### src/rtl/audio_mix_pkg.sv
// Shared types and sizing helpers for the N-channel audio mixer.
// Offset-binary helpers are reused by the output stages.
package audio_mix_pkg;

  typedef enum logic [1:0] {
    IDLE,
    MAC,
    SCALE,
    SAT
  } mix_state_t;

  function automatic int acc_w(
    input int in_w,
    input int gain_w,
    input int nch
  );
    return in_w + gain_w + $clog2(nch) + 1;
  endfunction

  function automatic longint unsigned mid(
    input int w
  );
    return 64'd1 << (w - 1);
  endfunction

  function automatic longint unsigned UNITY_GAIN(
    input int gain_w
  );
    return 64'd1 << (gain_w - 1);
  endfunction

endpackage

### src/rtl/audio_mixer_n_sat.sv
// Signed clamp from a wide value to OW bits, emitted offset-binary.
// Purely combinational so later output stages can reuse it.
module audio_sat #(
  parameter int IW = 32,
  parameter int OW = 16
) (
  input  logic signed [IW-1:0] i_v,
  output logic        [OW-1:0] o_v
);

  localparam int HW = IW - OW + 1;

  logic [HW-1:0] w_hi;
  logic          w_fit;
  logic [OW-1:0] w_c;

  assign w_hi  = i_v[IW-1 -: HW];
  // Fits when every bit above the target sign bit matches it.
  assign w_fit = (&w_hi) | ~(|w_hi);

  always_comb begin
    w_c = i_v[OW-1:0];
    if (!w_fit) begin
      if (i_v[IW-1]) w_c = {1'b1, {(OW-1){1'b0}}};
      else           w_c = {1'b0, {(OW-1){1'b1}}};
    end
  end

  assign o_v = {~w_c[OW-1], w_c[OW-2:0]};

endmodule

### src/rtl/audio_mixer_n.sv
// Time-multiplexed N-channel mixer: one MAC per clock, master
// volume ramp, saturation to OUT_W, offset-binary output.
module audio_mixer_n
  import audio_mix_pkg::*;
#(
  parameter int NCH       = 4,
  parameter int IN_W      = 16,
  parameter int OUT_W     = 16,
  parameter int GAIN_W    = 8,
  parameter int MV_W      = 8,
  parameter int RAMP_STEP = 1
) (
  input  logic                   clk,
  input  logic                   rst,
  input  logic                   sample_en,
  input  logic                   sound_enable,
  input  logic [NCH*IN_W-1:0]    ch_in,
  input  logic [NCH*GAIN_W-1:0]  ch_gain,
  output logic [OUT_W-1:0]       out,
  output logic                   out_valid,
  output logic                   busy,
  output logic                   overrun
);

  localparam int ACC_W  = acc_w(IN_W, GAIN_W, NCH);
  localparam int PROD_W = IN_W + GAIN_W + 1;
  localparam int VOL_W  = MV_W + 1;
  localparam int T_W    = ACC_W + VOL_W + 1;
  localparam int SHL    = (OUT_W > IN_W) ? OUT_W - IN_W : 0;
  localparam int SHR    = (IN_W > OUT_W) ? IN_W - OUT_W : 0;
  localparam int ALN_W  = T_W + SHL;
  localparam int IDX_W  = (NCH > 1) ? $clog2(NCH) : 1;

  localparam logic [IDX_W-1:0] LAST = IDX_W'(NCH - 1);
  localparam logic [VOL_W-1:0] VMAX = {1'b1, {MV_W{1'b0}}};
  localparam logic [OUT_W-1:0] MIDO = OUT_W'(mid(OUT_W));
  localparam logic [VOL_W:0]   STEP = (VOL_W+1)'(RAMP_STEP);

  mix_state_t r_state;
  mix_state_t w_nstate;

  logic [IN_W-1:0]   r_ch   [NCH];
  logic [GAIN_W-1:0] r_gain [NCH];

  logic [IDX_W-1:0]        r_idx;
  logic signed [ACC_W-1:0] r_acc;
  logic signed [T_W-1:0]   r_t;
  logic [VOL_W-1:0]        r_vol;
  logic [OUT_W-1:0]        r_out;
  logic                    r_valid;
  logic                    r_overrun;

  logic w_busy;
  logic w_start;
  logic w_mac;
  logic w_scale;
  logic w_done;

  logic [IN_W-1:0]          w_csel;
  logic signed [IN_W-1:0]   w_sch;
  logic signed [GAIN_W:0]   w_gs;
  logic signed [PROD_W-1:0] w_prod;
  logic signed [ACC_W-1:0]  w_prod_x;

  logic signed [ACC_W-1:0] w_accs;
  logic signed [VOL_W:0]   w_volx;
  logic signed [T_W-1:0]   w_mul;
  logic signed [T_W-1:0]   w_t;
  logic signed [ALN_W-1:0] w_aln;
  logic [OUT_W-1:0]        w_sat;

  logic [VOL_W:0]   w_vup;
  logic [VOL_W-1:0] w_vnext;

  // State register
  always_ff @(posedge clk) begin
    if (rst) r_state <= IDLE;
    else     r_state <= w_nstate;
  end

  // Next-state logic
  always_comb begin
    w_nstate = r_state;
    unique case (r_state)
      IDLE:    if (w_start) w_nstate = MAC;
      MAC:     if (r_idx == LAST) w_nstate = SCALE;
      SCALE:   w_nstate = SAT;
      SAT:     w_nstate = IDLE;
      default: w_nstate = IDLE;
    endcase
  end

  // Output / control decode; the out_valid cycle still counts as busy
  always_comb begin
    w_busy  = (r_state != IDLE) | r_valid;
    w_start = sample_en & ~w_busy;
    w_mac   = (r_state == MAC);
    w_scale = (r_state == SCALE);
    w_done  = (r_state == SAT);
  end

  assign w_csel   = r_ch[r_idx];
  assign w_sch    = signed'({~w_csel[IN_W-1], w_csel[IN_W-2:0]});
  assign w_gs     = signed'({1'b0, r_gain[r_idx]});
  assign w_prod   = PROD_W'(w_sch) * PROD_W'(w_gs);
  assign w_prod_x = ACC_W'(w_prod);

  assign w_accs = r_acc >>> (GAIN_W - 1);
  assign w_volx = signed'({1'b0, r_vol});
  assign w_mul  = T_W'(w_accs) * T_W'(w_volx);
  assign w_t    = w_mul >>> MV_W;

  assign w_aln = (ALN_W'(r_t) <<< SHL) >>> SHR;

  audio_sat #(
    .IW (ALN_W),
    .OW (OUT_W)
  ) u_sat (
    .i_v (w_aln),
    .o_v (w_sat)
  );

  assign w_vup = {1'b0, r_vol} + STEP;

  always_comb begin
    w_vnext = r_vol;
    if (sound_enable) begin
      if (w_vup > {1'b0, VMAX}) w_vnext = VMAX;
      else                      w_vnext = w_vup[VOL_W-1:0];
    end else begin
      if ({1'b0, r_vol} > STEP) w_vnext = r_vol - STEP[VOL_W-1:0];
      else                      w_vnext = '0;
    end
  end

  // Snapshot only changes on an accepted strobe
  always_ff @(posedge clk) begin
    if (w_start) begin
      for (int k = 0; k < NCH; k++) begin
        r_ch[k]   <= ch_in[k*IN_W +: IN_W];
        r_gain[k] <= ch_gain[k*GAIN_W +: GAIN_W];
      end
    end
  end

  always_ff @(posedge clk) begin
    if (rst) begin
      r_idx     <= '0;
      r_acc     <= '0;
      r_t       <= '0;
      r_vol     <= '0;
      r_out     <= MIDO;
      r_valid   <= 1'b0;
      r_overrun <= 1'b0;
    end else begin
      r_valid <= w_done;
      if (sample_en && w_busy) r_overrun <= 1'b1;
      if (w_start) begin
        r_acc <= '0;
        r_idx <= '0;
      end
      if (w_mac) begin
        r_acc <= r_acc + w_prod_x;
        if (r_idx != LAST) r_idx <= r_idx + 1'b1;
      end
      if (w_scale) r_t <= w_t;
      if (w_done) begin
        r_out <= w_sat;
        r_vol <= w_vnext;
      end
    end
  end

  assign out       = r_out;
  assign out_valid = r_valid;
  assign busy      = w_busy;
  assign overrun   = r_overrun;

endmodule

### config.mk
export PLATFORM = sky130hd
export DESIGN_NAME = audio_mixer_n
export DESIGN_NICKNAME = d
export VERILOG_FILES = /design/src/rtl/audio_mix_pkg.sv /design/src/rtl/audio_mixer_n_sat.sv /design/src/rtl/audio_mixer_n.sv
export SDC_FILE = /design/constraint.sdc
export NUM_CORES = 1
export LEC_CHECK = 0
export CAP_MARGIN = 20
export CELL_PAD_IN_SITES_DETAIL_PLACEMENT = 2
export CELL_PAD_IN_SITES_GLOBAL_PLACEMENT = 2
export CORE_MARGIN = 3
export CORE_UTILIZATION = 40
export CTS_CLUSTER_SIZE = 30
export DETAILED_ROUTE_END_ITERATION = 10
export GPL_TIMING_DRIVEN = 0
export PLACE_DENSITY = 0.84
export RECOVER_POWER = 25
export SETUP_SLACK_MARGIN = 0.05
export SYNTH_ARGS = -nofsm -noshare
export SYNTH_HDL_FRONTEND = slang
export SYNTH_SLANG_ARGS = --single-unit
### constraint.sdc
create_clock -name clk -period 7.15 [get_ports clk]
set_input_delay 0.715 -clock clk [delete_from_list [all_inputs] [get_ports clk]]
set_output_delay 0.715 -clock clk [all_outputs]
set_load 0.1 [all_outputs]
==> results of run 1 <==
==> kinds of logic after synthesis <==
logic type | count (synthesis) | synth area share
AND/OR/NAND/NOR | 556 | 0.1453
buffers and inverters | 453 | 0.09133
adder cells (fa/ha/maj) | 408 | 0.3841
AO/OA/AOI/OAI | 241 | 0.08437
flip-flops | 176 | 0.2400
XOR/XNOR | 42 | 0.01969
multiplexers | 37 | 0.03529
==> cell type report <==
class / count / area share
Inverter: 378 / 0.06667
Clock buffer: 17 / 0.01995
Sequential cell: 176 / 0.2103
Timing Repair Buffer: 120 / 0.05692
Buffer: 73 / 0.01520
Tap cell: 600 / 0.03521
Clock inverter: 15 / 0.008216
Antenna cell: 1 / 0.0001174
Multi-Input combinational cell: 1284 / 0.5874
==> per-stage QoR <==
step	hold WS, ns	std cells
after global routing	0.4845	2664
after global placement	0.4399	2630
final	0.4607	2664
after CTS	0.4644	2664
after floorplan	0.4256	1913
after detailed placement	0.4457	2631
==> metal layers <==
| layer | global-route usage | up-vias | share of wire |
|---|---|---|---|
| met5 | 0 | - | 0 |
| met4 | 0.1228 | 0 | 0.043 |
| met3 | 0.04263 | 140 | 0.036 |
| met2 | 0.4858 | 341 | 0.54 |
| met1 | 0.2829 | 7363 | 0.38 |
| li1 | - | 6366 | - |
==> state kept, by name, summed over array words and instances, names as in the netlist, 2 cells and up <==
register,cells
r_t,22
r_acc,27
r_ch,64
r_idx,2
out,16
r_gain,32
r_vol,9
r_state,2
==> placed cells by master, fill, tap and decap left out, types with 9 or more instances in the layout <==
cell type | synthesis | layout
clkdlybuf4s50_1 | 0 | 45
clkbuf_16 | 0 | 17
a21o_1 | 16 | 16
xnor2_1 | 22 | 22
nand4_1 | 10 | 10
clkbuf_1 | 61 | 50
or2_2 | 9 | 9
nand2b_1 | 15 | 15
a21oi_1 | 79 | 79
nand3_1 | 15 | 15
o211ai_1 | 24 | 24
mux4_2 | 23 | 23
or3_1 | 11 | 11
a211oi_1 | 14 | 13
dfxtp_1 | 80 | 80
and2_1 | 136 | 136
nor2_1 | 112 | 111
inv_1 | 377 | 377
xor2_1 | 20 | 20
clkbuf_2 | 1 | 10
and3_1 | 10 | 10
fa_1 | 276 | 276
a31oi_1 | 9 | 9
nand2_1 | 190 | 190
nor3_1 | 24 | 24
mux2i_1 | 13 | 13
o21ai_0 | 46 | 45
dlygate4sd3_1 | 0 | 72
ha_1 | 132 | 132
edfxtp_1 | 96 | 96
==> path summary, 6_finish.rpt <==
path / start / cells past startpoint / endpoint
worst min-delay path: r_t[3]$_SDFFE_PP0P_ / 2 / r_t[3]$_SDFFE_PP0P_
worst max-delay path: r_idx[1]$_SDFF_PP0_ / 21 / r_acc[25]$_SDFFE_PP0P_
worst min register to register: r_t[3]$_SDFFE_PP0P_ / 2 / r_t[3]$_SDFFE_PP0P_
worst max register to register: r_idx[1]$_SDFF_PP0_ / 21 / r_acc[25]$_SDFFE_PP0P_
==> synthesized netlist by cell type (all sizes together) (3+ instances only) <==
| cell | n |
|---|---|
| inv | 378 |
| fa | 276 |
| nand2 | 190 |
| and2 | 137 |
| ha | 132 |
| nor2 | 112 |
| edfxtp | 96 |
| a21oi | 80 |
| dfxtp | 80 |
| clkbuf | 62 |
| o21ai | 48 |
| nor3 | 24 |
| o211ai | 24 |
| mux4 | 23 |
| xnor2 | 22 |
| xor2 | 20 |
| a21o | 16 |
| nand2b | 15 |
| nand3 | 15 |
| a211oi | 14 |
| buf | 13 |
| mux2i | 13 |
| or3 | 11 |
| and3 | 10 |
| nand4 | 10 |
| a31oi | 9 |
| or2 | 9 |
| nor4 | 6 |
| o31ai | 6 |
| a22o | 5 |
| nor2b | 5 |
| a211o | 4 |
| and4 | 4 |
| nand3b | 4 |
| o21a | 4 |
| o2111ai | 3 |
| o21bai | 3 |
| o221ai | 3 |
| or4 | 3 |
==> what timing repair did <==
item / 4_1_cts / 5_1_grt
endpoints found under the setup margin: 18 / 8
pin swaps: 0 / 1
buffers inserted: 1 / 1
resized for setup: 21 / 17
==> critical path, stage by stage (launching register included) <==
cell and delay [ns]:
dfxtp_1 0.40, buf_2 0.28, clkdlybuf4s15_2 0.50, mux4_2 0.50
and2_1 0.24, fa_1 0.52, fa_1 0.60, fa_1 0.46
fa_1 0.51, inv_1 0.05, fa_1 0.47, inv_1 0.04
ha_1 0.37, and4_1 0.27, o2bb2ai_1 0.18, a311oi_2 0.06
buf_4 0.17, nor2_2 0.26, a211oi_2 0.14, o31ai_1 0.33
xor2_1 0.11, a22o_1 0.25
==> flow_metrics.py, run 1 <==
metrics = {
    "timing": {
        "worst_slew_pin_slew_ns": 0.9842,
        "maxSlewHeadroom": 0.3418,
        "fin_crit_sh": 0.9550,
        "max_freq_mhz": 146.5,
        "setup_viol_count_final": 0,
        "tns_ns": 0,
        "worst_slack_ns": 0.3217,
        "rsz0062_at_grt": "true",
        "finalHoldViolCount": 0,
        "skew_ns": 0.01923,
        "fin_crit_ns": 6.828,
        "finalMaxSlewViolations": 0,
    },
    "placement": {
        "dp_hpwl_um": 50270,
        "placed_area_um2": 20640,
        "gp_congestion": 0.8681,
        "io_buffers": 117,
        "pre_cts_ws_ns": -1.000,
    },
    "synthesis": {
        "postSynthCellCount": 1913,
        "synthDistinctLibCells": 68,
        "synth_top_area_cell": "fa_1",
        "synth_seq_cells": 176,
        "synth_nets": 2421,
        "synthArstFlopShare": 0,
        "synth_top_area_frac": 0.2957,
        "ys_seq_area_frac": 0.2400,
        "syn_area_um2": 18690,
        "ys_warn_count": 0,
        "postSynthAreaPerCell_um2": 9.768,
        "synth_edf_count": 96,
        "ys_top_cells_by_area": "fa_1 30%, edfxtp_1 15%, ha_1 8.8%",
        "ys.flop_type": "edfxtp_1",
    },
    "setup_path": {
        "ff2ff_setup_slack_ns": 0.32,
        "critical_path_arrival_ns": 7.21,
        "cp.required_ns": 7.54,
        "critPathLaunchType": "flip-flop",
        "critical_path_class": "flip-flop to flip-flop",
        "cp-end-kind": "flip-flop",
        "crit_fanout": 10,
    },
    "layout": {
        "multi_input_area_um2": 12520,
        "drive_above_1_share": 0.05187,
        "stdcell_area_um2": 21320,
        "ff_latch_area_um2": 4484,
        "nNetsFinal": 2558,
        "final_util": 0.4658,
        "areaGrowthSynthToFinish_pct": 14.09,
        "nFillCells": 4786,
    },
    "clock_network": {
        "hold_buffers": 0,
        "clk_latency_ns": 0.49,
        "cts_sinks": 176,
        "cts_root_buf": "clkbuf_16",
        "cts_buffers": 17,
        "cts.path.max_buffers": 2,
        "cts_tree": "built",
        "cts-htree-levels": 4,
        "clk_pin_slew_ns": 0.09,
    },
    "global_routing": {
        "grt_max_degree": 85,
        "grt_overflow": 0,
        "grt_usage": 0.2589,
        "grt_pass1_wl_um": 98390,
        "antenna_found_initial": 3,
        "first_global_vias": 17240,
    },
    "floorplanning": {
        "die_h_um": 222.1,
        "die_area_um2": 49350,
        "die_w_um": 222.1,
        "initial_core_util": 0.4083,
        "coreArea_um2": 45770,
        "ioPinCount": 119,
        "fp-row-count": 78,
    },
    "routing": {
        "finalWirelength_um": 62350,
        "drt-pass1-iter-count": 6,
        "viasPerCell": 5.334,
        "wire_per_inst_um": 23.41,
        "drt_iter0_drc": 763,
        "ant_nets": 0,
        "drc_errors": 0,
        "num_vias": 14210,
    },
    "min_path": {
        "min_path_type": "flip-flop to flip-flop",
    },
    "job": {
        "maxCapViolations": 0,
    },
    "outcome": {
        "status": "completed",
    },
}
Power of run 1 is left out: the tool's default activity adds up to more than one toggle a clock period on the data nets, which glitch-free logic cannot reach.
==> run 2: changes to the inputs <==
--- a/config.mk
+++ b/config.mk
@@ -6,16 +6,15 @@
 export NUM_CORES = 1
 export LEC_CHECK = 0
 export CAP_MARGIN = 20
-export CELL_PAD_IN_SITES_DETAIL_PLACEMENT = 2
-export CELL_PAD_IN_SITES_GLOBAL_PLACEMENT = 2
 export CORE_MARGIN = 3
-export CORE_UTILIZATION = 40
+export CORE_UTILIZATION = 45
 export CTS_CLUSTER_SIZE = 30
 export DETAILED_ROUTE_END_ITERATION = 10
 export GPL_TIMING_DRIVEN = 0
-export PLACE_DENSITY = 0.84
+export PLACE_DENSITY = 0.64
 export RECOVER_POWER = 25
 export SETUP_SLACK_MARGIN = 0.05
+export SKIP_CTS_REPAIR_TIMING = 1
 export SYNTH_ARGS = -nofsm -noshare
 export SYNTH_HDL_FRONTEND = slang
 export SYNTH_SLANG_ARGS = --single-unit
==> run 2 against run 1 <==
  * Die area down 11%
  * Setup slack improved by 0.015 ns
  * Utilization increased by 5.2 points
  * Clock-buffer cell count increased by 1
  * Sequential share of layout area increased by 0.14 points
  * Non-clock buffer count did not move
  * Global-route usage down 5.9 points
  * Hold slack got worse by 0.0083 ns
  * Final area down 0.65%
  * First-iteration DRC count is 1.3% higher
  * Flip-flop and latch count unchanged
  * Largest cell class unchanged
==> flow_metrics.py, run 2 (synthesized netlist as in run 1, its figures left out) <==
metrics = {
    "outcome": {
        "status": "completed",
    },
    "setup_path": {
        "cp.required_ns": 7.52,
        "r2r_start": "r_idx[0]$_SDFF_PP0_",
        "crit_slowest_cell": "mux4_2",
        "cp_cell_sequence": "clkbuf_4, buf_4, mux4_2, buf_2, nand2_1, fa_1, inv_1, fa_1, fa_1, fa_1, inv_1, fa_1, inv_1, ha_1, buf_2, and4_1, o2bb2ai_1, a311oi_2, nor2_1, a211oi_2, o31ai_1, xor2_1, a22o_1",
        "startpoint": "r_idx[0]$_SDFF_PP0_",
        "ff2ff_setup_slack_ns": 0.34,
        "crit_fanout": 10,
        "ff2ff_path_depth": 23,
        "r2r-end": "r_acc[25]$_SDFFE_PP0P_",
        "cpPeakStageDelay_ns": 0.67,
        "critical_path_class": "flip-flop to flip-flop",
        "cp-endpoint": "r_acc[25]$_SDFFE_PP0P_",
        "critical_path_arrival_ns": 7.18,
        "cp_common_cell": "fa_1",
        "cp-end-kind": "flip-flop",
        "critPathLaunchType": "flip-flop",
    },
    "timing": {
        "max_freq_mhz": 146.8,
        "finalMaxSlewViolations": 0,
        "tns_ns": 0,
        "fin_crit_sh": 0.9529,
        "finalHoldViolCount": 0,
        "skew_ns": 0.01614,
        "rsz0062_at_grt": "false",
        "fin_crit_ns": 6.813,
        "worst_slew_pin_slew_ns": 0.9674,
        "setup_viol_count_final": 0,
        "maxSlewHeadroom": 0.3530,
    },
    "global_routing": {
        "grt_pass1_wl_um": 70520,
        "antenna_found_initial": 0,
        "grt_max_degree": 85,
        "grt_overflow": 0,
        "grt_usage": 0.1995,
        "first_global_vias": 14150,
    },
    "layout": {
        "largest_register_ffs": 64,
        "final_cell_mix": "377 x inv_1, 276 x fa_1, 190 x nand2_1",
        "diodes": 0,
        "reg_top3": "r_ch (64), r_gain (32), r_acc (27)",
        "regMostFlops": "r_ch",
        "drive_above_1_share": 0.04702,
        "final_common_cell": "inv_1",
        "areaGrowthSynthToFinish_pct": 13.36,
        "nNetsFinal": 2558,
    },
    "clock_network": {
        "cts_root_buf": "clkbuf_16",
        "cts_tree": "built",
        "cts.path.max_buffers": 2,
        "cts_buffers": 17,
        "clk_latency_ns": 0.47,
        "clk_pin_slew_ns": 0.08,
        "cts-htree-levels": 4,
        "cts_sinks": 176,
    },
    "routing": {
        "ant_nets": 0,
        "wire_per_inst_um": 16.04,
        "finalWirelength_um": 41630,
        "drt_iter0_drc": 773,
        "drt-pass1-iter-count": 5,
        "num_vias": 13270,
        "viasPerCell": 5.114,
        "drc_errors": 0,
    },
    "job": {
        "maxCapViolations": 0,
    },
    "floorplanning": {
        "die_h_um": 209.8,
        "die_w_um": 209.8,
        "ioPinCount": 119,
        "fp-row-count": 74,
        "coreArea_um2": 40920,
        "die_area_um2": 44010,
        "initial_core_util": 0.4566,
    },
    "placement": {
        "io_buffers": 117,
        "dp_hpwl_um": 34790,
        "gp_congestion": 0.8775,
    },
    "min_path": {
        "min_path_type": "flip-flop to flip-flop",
        "hold_start": "out[9]$_SDFFE_PP0P_",
    },
}
## run 2: cell count changes in the layout (fill, tap and decap cells not counted), moves of 2 or more
| cell | change |
|---|---|
| clkbuf_1 | +6 |
| buf_1 | +3 |
| buf_4 | -3 |
| a21oi_1 | -2 |
| a21oi_2 | +2 |
| clkbuf_2 | -2 |
| clkbuf_4 | -2 |
| clkinv_8 | -2 |
| inv_12 | -2 |
| inv_8 | +2 |
## run 2: routing by layer
layer	global-route usage	vias to the layer above	part of all wire
met1	0.2571	6502	0.44
li1	-	6381	-
met4	0.06305	0	0.022
met2	0.3458	330	0.49
met3	0.03229	59	0.045
met5	0	-	0
## run 2: how the worst min path moves through the flow
| stage | depth (start not counted) | to | slack [ns] |
|---|---|---|---|
| after detailed placement | 2 | out[9]$_SDFFE_PP0P_ | 0.45 |
| after CTS | 2 | out[9]$_SDFFE_PP0P_ | 0.46 |
| after global routing | 2 | out[9]$_SDFFE_PP0P_ | 0.47 |
| final | 2 | out[9]$_SDFFE_PP0P_ | 0.45 |
| after floorplan | 2 | r_t[10]$_SDFFE_PP0P_ | 0.43 |
| after global placement | 2 | out[9]$_SDFFE_PP0P_ | 0.44 |
## run 2: layout make-up
type | count | area, µm²
Timing Repair Buffer | 118 | 1199
Clock buffer | 18 | 429.2
Tap cell | 532 | 665.6
Multi-Input combinational cell | 1284 | 12520
Fill cell | 3735 | 19740
Clock inverter | 14 | 161.4
Inverter | 378 | 1421
Sequential cell | 176 | 4484
Buffer | 75 | 304.0
## run 2: stage by stage
stage / hold slack [ns] / utilization / instances / area [µm²] / setup WS (ns)
after floorplan: 0.4256 / - / 1913 / 18690 / 0.8448
after global placement: 0.4408 / 0.5015 / 2562 / 20520 / -0.5095
after detailed placement: 0.4457 / 0.5022 / 2563 / 20550 / -0.5842
after CTS: 0.4560 / 0.5167 / 2595 / 21140 / -0.5964
after global routing: 0.4688 / 0.5176 / 2595 / 21180 / 0.05018
final: 0.4524 / 0.5176 / 2595 / 21180 / 0.3368
## run 2: critical path, delay by kind of cell, from the launching register on
kind / cells / cell delay (ns)
XOR/XNOR: 1 / 0.11
adder cells (fa/ha/maj): 6 / 2.56
buffers and inverters: 7 / 1.15
AND/OR/NAND/NOR: 3 / 0.77
multiplexers: 1 / 0.67
flip-flops: 1 / 0.38
AO/OA/AOI/OAI: 5 / 1.05
Power of run 2 is left out for the same reason.
==> run 3: changes to the inputs <==
==> constraint.sdc (replaced) <==
create_clock -name clk -period 7.7 [get_ports clk]
set_input_delay 0.77 -clock clk [delete_from_list [all_inputs] [get_ports clk]]
set_output_delay 0.77 -clock clk [all_outputs]
set_load 0.1 [all_outputs]
==> run 3 against run 2 <==
  * Utilization fell by 0.076 points
  * Sequential share of layout area barely moved
  * Register-to-register slack improved by 0.24 ns
  * Clock-buffer cell count did not move
  * Hold slack barely moved
  * Cell count barely moved
  * Clock skew fell by 0.00064 ns
  * Highest routed layer unchanged
==> flow_metrics.py, run 3 (synthesized netlist as in run 1, its figures left out) <==
metrics = {
    "outcome": {
        "status": "completed",
    },
    "timing": {
        "worst_slew_pin_slew_ns": 0.9670,
        "fin_crit_ns": 7.125,
        "max_freq_mhz": 140.4,
        "setup_viol_count_final": 0,
        "fin_crit_sh": 0.9253,
        "finalHoldViolCount": 0,
        "maxSlewHeadroom": 0.3533,
        "skew_ns": 0.01550,
        "rsz0062_at_grt": "false",
        "finalMaxSlewViolations": 0,
    },
    "layout": {
        "multi_input_area_um2": 12500,
        "nFillCells": 3732,
        "final_util": 0.5168,
        "final_cell_mix": "377 x inv_1, 276 x fa_1, 190 x nand2_1",
        "stdcell_area_um2": 21150,
        "nNetsFinal": 2557,
        "areaGrowthSynthToFinish_pct": 13.19,
        "regMostFlops": "r_ch",
        "final_common_cell": "inv_1",
        "diodes": 0,
        "drive_above_1_share": 0.04268,
        "reg_top3": "r_ch (64), r_gain (32), r_acc (27)",
        "ff_latch_area_um2": 4484,
        "largest_register_ffs": 64,
    },
    "global_routing": {
        "grt_max_degree": 85,
        "grt_usage": 0.1995,
        "antenna_found_initial": 0,
        "grt_overflow": 0,
        "grt_pass1_wl_um": 70520,
        "first_global_vias": 14150,
    },
    "placement": {
        "placed_area_um2": 20550,
        "gp_congestion": 0.8775,
        "dp_hpwl_um": 34790,
        "io_buffers": 117,
    },
    "clock_network": {
        "clk_pin_slew_ns": 0.08,
        "cts_root_buf": "clkbuf_16",
        "cts.path.max_buffers": 2,
        "clk_latency_ns": 0.47,
        "cts-htree-levels": 4,
        "cts_sinks": 176,
        "cts_buffers": 17,
        "cts_tree": "built",
    },
    "floorplanning": {
        "initial_core_util": 0.4566,
        "die_h_um": 209.8,
        "die_w_um": 209.8,
        "coreArea_um2": 40920,
        "die_area_um2": 44010,
        "fp-row-count": 74,
        "ioPinCount": 119,
    },
    "setup_path": {
        "r2r-end": "r_acc[26]$_SDFFE_PP0P_",
        "critical_path_class": "flip-flop to flip-flop",
        "cp.required_ns": 8.09,
        "critPathLaunchType": "flip-flop",
        "cp-end-kind": "flip-flop",
        "startpoint": "r_idx[1]$_SDFF_PP0_",
        "ff2ff_path_depth": 23,
        "r2r_start": "r_idx[1]$_SDFF_PP0_",
        "ff2ff_setup_slack_ns": 0.58,
        "critical_path_arrival_ns": 7.52,
        "cp-endpoint": "r_acc[26]$_SDFFE_PP0P_",
        "crit_fanout": 10,
    },
    "routing": {
        "viasPerCell": 5.145,
        "drc_errors": 0,
        "wire_per_inst_um": 15.99,
        "finalWirelength_um": 41470,
        "ant_nets": 0,
        "drt-pass1-iter-count": 8,
        "num_vias": 13350,
        "drt_iter0_drc": 824,
    },
    "job": {
        "maxCapViolations": 0,
    },
    "min_path": {
        "min_path_type": "flip-flop to flip-flop",
    },
}
run 3: routing by layer:
metal,wire (µm),track usage
met1,18150,0.2571
met2,20340,0.3458
met3,2067,0.03229
met4,913,0.06305
met5,0,0
run 3: critical path, stage by stage, from the launching register on:
cell	delay (ns)
dfxtp_1	0.37
clkbuf_1	0.40
clkbuf_2	0.37
mux2i_1	0.24
nand2_1	0.07
o21ai_1	0.34
nand2_1	0.25
fa_1	0.55
inv_1	0.06
fa_1	0.49
fa_1	0.50
fa_1	0.49
inv_1	0.05
fa_1	0.47
inv_1	0.04
ha_1	0.35
and3_1	0.22
o211ai_1	0.12
or3_1	0.37
o22ai_1	0.30
o221ai_1	0.26
o21ai_0	0.42
nand4_1	0.16
o211ai_1	0.13
run 3: area by class of cell:
type	count	share of cell area
multi-input combinational	1284	0.5911
sequential	176	0.2120
inverter	378	0.06720
timing repair buffer	118	0.05667
tap	532	0.03147
clock buffer	18	0.02029
buffer	74	0.01366
clock inverter	14	0.007631
run 3: worst min-delay path by stage:
stage                     cells past startpoint                 start                    to
after floorplan                               2  r_t[10]$_SDFFE_PP0P_  r_t[10]$_SDFFE_PP0P_
after global routing                          2   out[9]$_SDFFE_PP0P_   out[9]$_SDFFE_PP0P_
after global placement                        2   out[9]$_SDFFE_PP0P_   out[9]$_SDFFE_PP0P_
after CTS                                     2   out[9]$_SDFFE_PP0P_   out[9]$_SDFFE_PP0P_
final                                         2   out[9]$_SDFFE_PP0P_   out[9]$_SDFFE_PP0P_
after detailed placement                      2   out[9]$_SDFFE_PP0P_   out[9]$_SDFFE_PP0P_
run 3: metrics by stage:
stage                     setup TNS [ns]  hold slack [ns]  instances  worst slack (ns)
after CTS                       -0.04642           0.4560       2595          -0.04642
after floorplan                        0           0.4256       1913             1.395
after detailed placement        -0.03418           0.4457       2563          -0.03418
after global placement                 0           0.4408       2562           0.04045
after global routing                   0           0.4688       2594            0.1857
final                                  0           0.4523       2594            0.5750
Power of run 3 is left out for the same reason.
